`config.mk`:
```
export PLATFORM = sky130hd
export DESIGN_NAME = pipe_hazard_ctrl
export DESIGN_NICKNAME = d
export VERILOG_FILES = /design/src/rtl/pipe_hazard_ctrl.sv
export SDC_FILE = /design/constraint.sdc
export NUM_CORES = 1
export LEC_CHECK = 0
export CAP_MARGIN = 10
export CORE_AREA = 2 2 75 77
export CTS_CLUSTER_DIAMETER = 80
export DETAILED_ROUTE_END_ITERATION = 10
export DIE_AREA = 0 0 77 79
export PLACE_DENSITY = 0.75
export SLEW_MARGIN = 40
export SYNTH_ARGS = -nofsm -noshare
export SYNTH_HDL_FRONTEND = slang
export SYNTH_SLANG_ARGS = --single-unit
```
`constraint.sdc`:
```
create_clock -name clock -period 1.8 [get_ports clock]
set_input_delay 0.27 -clock clock [delete_from_list [all_inputs] [get_ports clock]]
set_output_delay 0.27 -clock clock [all_outputs]
set_load 0.01 [all_outputs]
```
`src/rtl/pipe_hazard_ctrl.sv`:
```
// Stall/flush scheduler for the 5-stage pipeline: arbitrates memory freeze,
// EX redirect and load-use hazards, and keeps saturating stall/flush counters.
module pipe_hazard_ctrl #(
  parameter int MEM_TIMEOUT = 8,
  parameter int CNT_W       = 16
) (
  input  logic             clock,
  input  logic             reset,
  input  logic             id_valid,
  input  logic [2:0]       id_src1,
  input  logic [2:0]       id_src2,
  input  logic             id_src1_used,
  input  logic             id_src2_used,
  input  logic             ex_valid,
  input  logic [2:0]       ex_dest,
  input  logic             ex_wb_en,
  input  logic             ex_is_load,
  input  logic             redirect_ex,
  input  logic             mem_req,
  input  logic             mem_ready,
  output logic             pc_hold,
  output logic             if_id_hold,
  output logic             if_id_flush,
  output logic             id_ex_hold,
  output logic             id_ex_bubble,
  output logic             ex_mem_hold,
  output logic             mem_abort,
  output logic [CNT_W-1:0] stall_cnt,
  output logic [CNT_W-1:0] flush_cnt
);

  typedef enum logic {RUN, MEM_WAIT} state_t;

  localparam logic [7:0] TIMEOUT = 8'(MEM_TIMEOUT);

  state_t     state, state_nxt;
  logic       pend_redirect, pend_nxt;
  logic [7:0] wait_cnt, wait_nxt;
  logic       abort_nxt;
  logic       timeout, frozen, eff_redirect, load_use;
  logic       pc_hold_c, if_id_hold_c, if_id_flush_c;
  logic       id_ex_hold_c, id_ex_bubble_c, ex_mem_hold_c;

  function automatic logic [CNT_W-1:0] sat_inc(input logic [CNT_W-1:0] v, input logic en);
    if (en && (v != '1)) return v + CNT_W'(1);
    return v;
  endfunction

  always_comb begin
    state_nxt      = state;
    pend_nxt       = pend_redirect;
    wait_nxt       = wait_cnt;
    abort_nxt      = 1'b0;
    pc_hold_c      = 1'b0;
    if_id_hold_c   = 1'b0;
    if_id_flush_c  = 1'b0;
    id_ex_hold_c   = 1'b0;
    id_ex_bubble_c = 1'b0;
    ex_mem_hold_c  = 1'b0;

    timeout      = (state == MEM_WAIT) && !mem_ready && (wait_cnt == TIMEOUT);
    frozen       = (state == RUN) ? (mem_req && !mem_ready) : (!mem_ready && !timeout);
    eff_redirect = redirect_ex || pend_redirect;
    load_use     = id_valid && ex_valid && ex_is_load && ex_wb_en &&
                   ((id_src1_used && (id_src1 == ex_dest)) ||
                    (id_src2_used && (id_src2 == ex_dest)));

    if (frozen) begin
      pc_hold       = 1'b0;
      pc_hold_c     = 1'b1;
      if_id_hold_c  = 1'b1;
      id_ex_hold_c  = 1'b1;
      ex_mem_hold_c = 1'b1;
      state_nxt     = MEM_WAIT;
      wait_nxt      = (state == RUN) ? 8'd1 : wait_cnt + 8'd1;
      // Redirects seen while frozen collapse into one pending flush.
      pend_nxt      = pend_redirect || redirect_ex;
    end else begin
      state_nxt = RUN;
      wait_nxt  = 8'd0;
      pend_nxt  = 1'b0;
      abort_nxt = timeout;
      if (eff_redirect) begin
        if_id_flush_c  = 1'b1;
        id_ex_bubble_c = 1'b1;
      end else if (load_use) begin
        pc_hold_c      = 1'b1;
        if_id_hold_c   = 1'b1;
        id_ex_bubble_c = 1'b1;
      end
    end

    // Controls are forced low for as long as reset is asserted.
    pc_hold      = reset && pc_hold_c;
    if_id_hold   = reset && if_id_hold_c;
    if_id_flush  = reset && if_id_flush_c;
    id_ex_hold   = reset && id_ex_hold_c;
    id_ex_bubble = reset && id_ex_bubble_c;
    ex_mem_hold  = reset && ex_mem_hold_c;
  end

  always_ff @(posedge clock or negedge reset) begin
    if (!reset) begin
      state         <= RUN;
      pend_redirect <= 1'b0;
      wait_cnt      <= 8'd0;
      mem_abort     <= 1'b0;
      stall_cnt     <= '0;
      flush_cnt     <= '0;
    end else begin
      state         <= state_nxt;
      pend_redirect <= pend_nxt;
      wait_cnt      <= wait_nxt;
      mem_abort     <= abort_nxt;
      stall_cnt     <= sat_inc(stall_cnt, pc_hold);
      flush_cnt     <= sat_inc(flush_cnt, if_id_flush);
    end
  end

endmodule

```
---- Word-level counts from Yosys, hierarchy flattened ----
Index checks and enable logic that the tools add are counted.
storage, ports and cells
  bits in latches ......................... 0
  register bits after elaboration ......... 43
  logic and storage cells ................. 51
  output and inout bits ................... 39
  memory bits (read-only) ................. 0
  input port bits ......................... 20
  memories kept ........................... 0
  memory bits (writable) .................. 0
cells by class
  $add $sub $neg .......................... 3
  divide/modulo/power cells ............... 0
  multipliers ............................. 0
  order comparisons ....................... 0
  shifts and indexed selects .............. 0
  mux-type cells .......................... 17
  reductions and logical operators ........ 20
  equality and inequality tests ........... 5
  bitwise gates (word level) .............. 0
operator list
  cell                     count
  $add A16 B1 Y16 const B  2
  $mux W16                 2
  $ne A16 B16 Y1 const B   2
  $logic_and A1 B1 Y1      16
  $mux W8                  2
  $mux W1                  13
  $add A8 B1 Y8 const B    1
  $eq A8 B4 Y1 const B     1
  $eq A3 B3 Y1             2
  $logic_not A1 Y1         2
  $logic_or A1 B1 Y1       2

---- Longest topological paths before layout ----
Gate-level depths: netlist of run 1.
  depth in word-level cells ............... 10
  mapped depth ............................ 8
  gate-level depth less buffers ........... 8

---- Worst setup path before layout of run 1 ----
Ideal clock, no wire load.
  path kind ............................... flip-flop to flip-flop
  start ................................... register wait_cnt[0]
  end ..................................... register flush_cnt[14]
  setup time .............................. 0.125 ns
  arrival ................................. 1.786 ns
  data required time ...................... 1.675 ns
  clock period less this slack ............ 1.911 ns
  stages on the path, launching flop included .. 8
  path buffers ............................ 0
  slack ................................... -0.111 ns
  cell sequence ........................... dfrtp_1 -> inv_1 -> ha_1 -> nor2b_1 -> a41oi_2 -> or2_2 -> nor3_1 -> mux2_2
between the ends
  longest elaborated chain between the ends .. 9
ends and longest elaborated chain
  element                 RTL line  RTL
  start, declared         38        logic [7:0] wait_cnt, wait_nxt;
  start signal, assigned  113       wait_cnt <= wait_nxt;
  $eq A8 B4 Y1            61        timeout = (state == MEM_WAIT) && !mem_ready && (wait_cnt == TIMEOUT);
  $logic_and A1 B1 Y1     61
  $logic_not A1 Y1        62        frozen = (state == RUN) ? (mem_req && !mem_ready) : (!mem_ready && !timeout);
  $logic_and A1 B1 Y1     62
  $mux W1                 62
  $mux W1                 68        if (frozen) begin
  $logic_and A1 B1 Y1     96        if_id_flush = reset && if_id_flush_c;
  $logic_and A1 B1 Y1     45        if (en && (v != '1)) return v + CNT_W'(1);
  $mux W1                 45
  end signal, assigned    116       flush_cnt <= sat_inc(flush_cnt, if_id_flush);
  end, declared           29        output logic [CNT_W-1:0] flush_cnt
No other way between the ends.
A chain may end at the register's enable or synchronous reset.

---- Worst setup path after layout of run 1 ----
  start ................................... register wait_cnt[1]
  end ..................................... output port if_id_hold
between the ends
  longest elaborated chain between the ends .. 7
ends and longest elaborated chain
  element              RTL line  RTL
  $eq A8 B4 Y1         61
  $logic_and A1 B1 Y1  61
  $logic_not A1 Y1     62
  $logic_and A1 B1 Y1  62
  $mux W1              62
  $mux W1              68
  $logic_and A1 B1 Y1  95        if_id_hold = reset && if_id_hold_c;
  end, declared        22        output logic if_id_hold,
No other way between the ends.

==> results of run 1 <==
==> layout by cell type (no fill, tap or decap), types with 2 or more instances in the layout <==
master           instances
o2111ai_4                3
xnor2_2                  7
clkbuf_8                 7
and2_4                   2
nor3b_2                  2
o21ai_0                  2
ha_1                     2
o211ai_1                 7
o2111ai_2                2
buf_4                   40
clkbuf_2                 3
nor3_1                   2
nand2_2                  3
nand4_1                 12
dfrtp_1                 43
dlygate4sd2_1            6
nor2_1                  14
buf_2                    2
nand3_1                  6
buf_12                   3
and3_1                   9
mux2_4                   4
nand2_1                 10
inv_1                    2
nand3_4                  3
dlymetal6s2s_1           5
inv_2                    3
and2_1                   3
buf_6                   17
xnor2_1                 27
xor2_1                   5
clkdlybuf4s50_1         36
==> worst min-delay path: stages <==
cell and delay, ns:
dlygate4sd3_1 0.52, buf_2 0.17, buf_12 0.16
==> worst max-delay path by stage <==
stage	end	start	cells after the start
after floorplan	flush_cnt[14]	wait_cnt[0]	7
after global placement	pc_hold	ex_dest[0]	6
after detailed placement	if_id_hold	ex_dest[0]	6
after CTS	if_id_hold	wait_cnt[0]	8
after global routing	if_id_hold	wait_cnt[1]	8
final	if_id_hold	wait_cnt[1]	8
==> through the flow <==
stage	setup slack, ns	instances	area (µm²)
floorplan	-0.03403	208	2306
global placement	-0.7170	370	3197
detailed placement	-0.7642	370	3197
CTS	-0.2390	388	3505
global route	-0.2594	397	3800
finish	-0.2120	397	3800
==> layer usage <==
layer	GRT usage [%]	part of all wire, %	vias up
met3	3.636	4.0	8
met1	23.79	44	979
li1	-	-	975
met2	32.28	51	48
met4	5.714	1.1	0
met5	0	0	-
==> cell usage after synthesis (all sizes together), types with 6 or more instances <==
library cell  count
and3             10
buf               6
dfrtp            43
nand2            14
nand3            10
nand4            12
nor2             15
o2111ai           6
o211ai            8
xnor2            34
==> cell families (layout without fill, tap and decap cells) <==
group                    after synthesis  in the layout  share of synthesized area (%)
AO/OA/AOI/OAI                         26             26                          10.84
XOR/XNOR                              39             39                          15.10
adder cells (fa/ha/maj)                4              4                          2.212
buffers and inverters                 12            129                          3.208
flip-flops                            43             43                          47.57
multiplexers                           5              5                          2.489
AND/OR/NAND/NOR                       79             79                          18.58
==> cell type report <==
| type | count | area (µm²) | area share [%] |
|---|---|---|---|
| Tap cell | 72 | 90.09 | 2.371 |
| Multi-Input combinational cell | 153 | 1403 | 36.91 |
| Inverter | 5 | 18.77 | 0.4939 |
| Clock buffer | 8 | 100.1 | 2.634 |
| Timing Repair Buffer | 116 | 1112 | 29.27 |
| Sequential cell | 43 | 1076 | 28.32 |
==> repair_timing <==
| action | in CTS | in global routing |
|---|---|---|
| gates resized for setup | 72 | 55 |
| endpoints found under the setup margin | 38 | 38 |
| pin swaps | 35 | 35 |
| endpoints found under the hold margin | 11 | 0 |
| hold buffers | 1 | 0 |
| cloned | 1 | 1 |
| setup buffers | 8 | 10 |
==> report_power, final <==
group | internal [mW] | switching, mW
combinational | 0.589 | 0.407
clock | 0.350 | 0.309
sequential | 1.09 | 0.0997
total | 2.02 | 0.816
==> sequential cells by signal (all words and copies together) (netlist names) <==
register,flops
mem_abort,1
stall_cnt,16
wait_cnt,8
state,1
flush_cnt,16
pend_redirect,1
==> results.json, run 1 <==
{
  "status": "complete, but fails checks",
  "violations": "setup timing",
  "synth-async-reset-ratio_pct": 100.0,
  "htreeDepth": 2,
  "first_iter_violations": 94,
  "worst_setup_path_start_kind": "flip-flop",
  "cts-root-buf": "clkbuf_8",
  "critPathRequiredTime_ns": 1.53,
  "maxSlewViolCount": 0,
  "layout_min_cycle_time_ns": 2.012,
  "place.gp.congestion": 0.8160,
  "clkLatencyLatePin_ns": 0.29,
  "grt_overflow": 0,
  "fin_util_pct": 71.19,
  "io_pins": 59,
  "rows": 27,
  "fin_nets": 348,
  "routed_wl_um": 5758,
  "io_buffers": 58,
  "setup_viol": 24,
  "synth_area_per_cell_um2": 10.88,
  "worst-path-buf-inv": 4,
  "p_per_area_mw_per_mm2": 747.6,
  "synth_edf_count": 0,
  "rr_worst_depth": 9,
  "rsz0062_at_grt": "true",
  "netlist_area_mm2": 0.002262,
  "dieArea_mm2": 0.006083,
  "cap_violations": 0,
  "fin_skew_ns": 0.003614,
  "cp_slowest_cell": "dfrtp_1",
  "num-fill-cells": 407,
  "post-route-drc-count": 0,
  "path_cells": "inv_2 -> ha_4 -> nor2b_4 -> a41oi_2 -> buf_4 -> buf_6 -> o21a_4 -> buf_6",
  "reg2reg_slack_ns": -0.13,
  "ys_warn_count": 0,
  "max-slew-margin-rel_pct": 75.41,
  "yosysTopAreaCellShare_pct": 47.57,
  "grt_pass1_vias": 2033,
  "clock_sinks": 43,
  "finalHoldViolations": 0,
  "critPathMaxFanout": 4,
  "clkSlewWorstSetupHoldPaths_ns": 0.08,
  "antenna_found_initial": 0,
  "grt_max_degree": 24,
  "dieHeight_um": 79,
  "cp.arrival_ns": 1.74,
  "fmax_mhz": 497.0,
  "crit_top_cell": "buf_6",
  "drtPass1Iterations": 4,
  "netlist_instances": 208,
  "crit_type": "flip-flop to output pin",
  "vias": 2010,
  "fin_hold_ws_ns": 0.4932,
  "synth_seq_area_share_pct": 47.57,
  "grt_pass1_wl_um": 9177,
  "synth_area_leaders": "dfrtp_1 (48%), xnor2_1 (13%), nand4_1 (3.3%)",
  "cts_tree": "built",
  "hold_class": "primary input to async pin",
  "period_share_pct": 111.8,
  "syn_nets": 232,
  "yosysTopAreaCell": "dfrtp_1",
  "dp_hpwl_um": 3781,
  "power_mw": 2.841,
  "area_growth_pct": 67.98,
  "max_stage_delay_ns": 0.40,
  "r2r_end": "flush_cnt[1]",
  "core_region_area_mm2": 0.005338,
  "synth_seq_cells": 43,
  "clock_path_buffers": 2,
  "final_antenna_net_count": 0,
  "leakagePower_nw": 1.688,
  "n_antenna_cell": 0,
  "cts_buffers": 5,
  "ir_drop_mv": 0.7338,
  "track_usage_pct": 18.66,
  "fin_ws_ns": -0.2120,
  "die_w_um": 77,
  "start_util_pct": 42.38,
  "drive_above_1_share_pct": 38.15,
  "wl_per_cell_um": 14.50,
  "synth.distinct_cells": 39,
  "vias_per_cell": 5.063,
  "cp_top_family": "buffers and inverters",
  "endpoint_kind": "output pin",
  "tightest_slew_ns": 0.3675,
  "tns_ns": -1.897,
  "r2r_start": "wait_cnt[1]",
  "synth_flop_cell": "dfrtp_1"
}
Power figures use the tool's default switching activity.
==> run 2: changes to the inputs <==
CORE_AREA = 2 2 77 79   (was 2 2 75 77)
DIE_AREA = 0 0 79 81   (was 0 0 77 79)
PLACE_DENSITY = 0.71   (was 0.75)
==> results.json, run 2 (synthesis results as in run 1) <==
{
  "status": "complete, but fails checks",
  "violations": "setup timing",
  "leakagePower_nw": 1.623,
  "final_cells": 393,
  "reg_top3": "flush_cnt (16), stall_cnt (16), wait_cnt (8)",
  "cts-root-buf": "clkbuf_8",
  "pre_cts_ws_ns": -0.7444,
  "layout_commonest_cell": "dfrtp_1",
  "fmax_mhz": 508.3,
  "grt_pass1_vias": 2017,
  "core_region_area_mm2": 0.005675,
  "cts_buffers": 5,
  "vias_per_cell": 5.043,
  "max-slew-margin-rel_pct": 75.94,
  "antenna_found_initial": 0,
  "r2r_end": "flush_cnt[3]",
  "post-route-drc-count": 0,
  "clock_path_buffers": 2,
  "endpoint_kind": "flip-flop",
  "reg2reg_slack_ns": -0.17,
  "rr_worst_depth": 11,
  "fin_hold_ws_ns": 0.08251,
  "gr-usage-met3_pct": 3.889,
  "drive_above_1_share_pct": 34.28,
  "io_pins": 59,
  "io_buffers": 58,
  "drtPass1Iterations": 4,
  "fin_util_pct": 64.22,
  "htreeDepth": 2,
  "dieArea_mm2": 0.006399,
  "grtUsageMet2_pct": 30.59,
  "routed_wl_um": 5797,
  "critPathMaxFanout": 6,
  "period_share_pct": 109.3,
  "critPathRequiredTime_ns": 1.98,
  "clkLatencyLatePin_ns": 0.30,
  "max_stage_delay_ns": 0.39,
  "wl_per_cell_um": 14.75,
  "cp_slowest_cell": "dfrtp_1",
  "hold_class": "primary input to async pin",
  "crit_type": "flip-flop to flip-flop",
  "setup_viol": 26,
  "finalHoldViolations": 0,
  "path_cells": "inv_1 -> ha_2 -> nor2b_4 -> a41oi_2 -> buf_4 -> buf_6 -> a211oi_4 -> buf_6 -> buf_6 -> nand2_2 -> xnor2_1",
  "clock_sinks": 43,
  "cp.arrival_ns": 2.15,
  "worst_setup_path_start_kind": "flip-flop",
  "busiest_layer": "met2",
  "grt_pass1_wl_um": 9266,
  "die_w_um": 79,
  "clkSlewWorstSetupHoldPaths_ns": 0.08,
  "maxSlewViolCount": 0,
  "vias": 1982,
  "place_inst": 373,
  "p_per_area_mw_per_mm2": 775.4,
  "place.gp.congestion": 0.8113,
  "cts_tree": "built",
  "fin_nets": 341,
  "crit_top_cell": "buf_6",
  "fin_ws_ns": -0.1672,
  "r2r_start": "wait_cnt[1]",
  "dp_hpwl_um": 3775,
  "first_iter_violations": 74,
  "rsz0062_at_grt": "true",
  "final_antenna_net_count": 0,
  "rows": 28,
  "dieHeight_um": 81,
  "n_antenna_cell": 0,
  "num-fill-cells": 466,
  "fin_skew_ns": 0.006957,
  "tightest_slew_ns": 0.3609,
  "grt_max_degree": 17,
  "track_usage_pct": 18.49,
  "grt_overflow": 0,
  "area_growth_pct": 61.12,
  "start_util_pct": 39.86,
  "layout_min_cycle_time_ns": 1.967,
  "final_cell_mix": "dfrtp_1 (43), clkdlybuf4s50_1 (37), buf_4 (37), xnor2_1 (29), buf_6 (17)",
  "cap_violations": 0,
  "tns_ns": -2.899,
  "ir_drop_mv": 0.5923,
  "grtUsageMet1_pct": 24.59
}
-- run 2: critical path: cells and delay by family (launching register included) --
kind,cells,cell delay (ns)
AND/OR/NAND/NOR,2,0.20
adder cells (fa/ha/maj),1,0.15
flip-flops,1,0.39
XOR/XNOR,1,0.12
buffers and inverters,5,0.61
AO/OA/AOI/OAI,2,0.36
-- run 2: worst max-delay path by stage --
stage,from,end,depth (start not counted)
after detailed placement,ex_dest[2],if_id_hold,6
after floorplan,wait_cnt[0],flush_cnt[14],7
after global placement,ex_dest[0],if_id_hold,6
after global routing,wait_cnt[1],flush_cnt[11],10
after CTS,wait_cnt[0],if_id_flush,8
final,wait_cnt[1],flush_cnt[3],11
-- run 2: per-stage QoR --
step,instance area [µm²],power (mW)
after floorplan,2306,1.538
after global placement,3213,2.054
after detailed placement,3213,2.070
after CTS,3465,2.798
after global routing,3645,3.012
final,3645,2.826
-- run 2: area by class of cell --
cell class | instances | area (µm²) | area share (%)
inverters | 5 | 21.27 | 0.5836
clock buffers | 8 | 100.1 | 2.746
repair buffers | 109 | 1010 | 27.70
well taps | 75 | 93.84 | 2.575
flip-flops and latches | 43 | 1076 | 29.52
multi-input cells | 153 | 1344 | 36.87
-- run 2: per-layer routing --
metal | up-vias | share of wire [%] | routed length, µm
li1 | 951 | - | -
met3 | 5 | 2.9 | 171
met5 | - | 0 | 0
met4 | 0 | 1.1 | 65
met2 | 37 | 52 | 3016
met1 | 989 | 44 | 2544
-- run 2: power breakdown --
part           switching, mW  leakage (nW)  internal, mW
clock                  0.323        0.0515         0.350
sequential             0.103         0.579          1.09
combinational          0.407         0.992         0.557
-- run 2: timing repair --
item / 4_1_cts / 5_1_grt
gates cloned: 1 / 2
hold endpoints to repair: 16 / 0
gates resized for setup: 66 / 38
pin swaps: 25 / 23
hold buffers: 1 / 0
buffers inserted: 6 / 5
endpoints found under the setup margin: 38 / 36
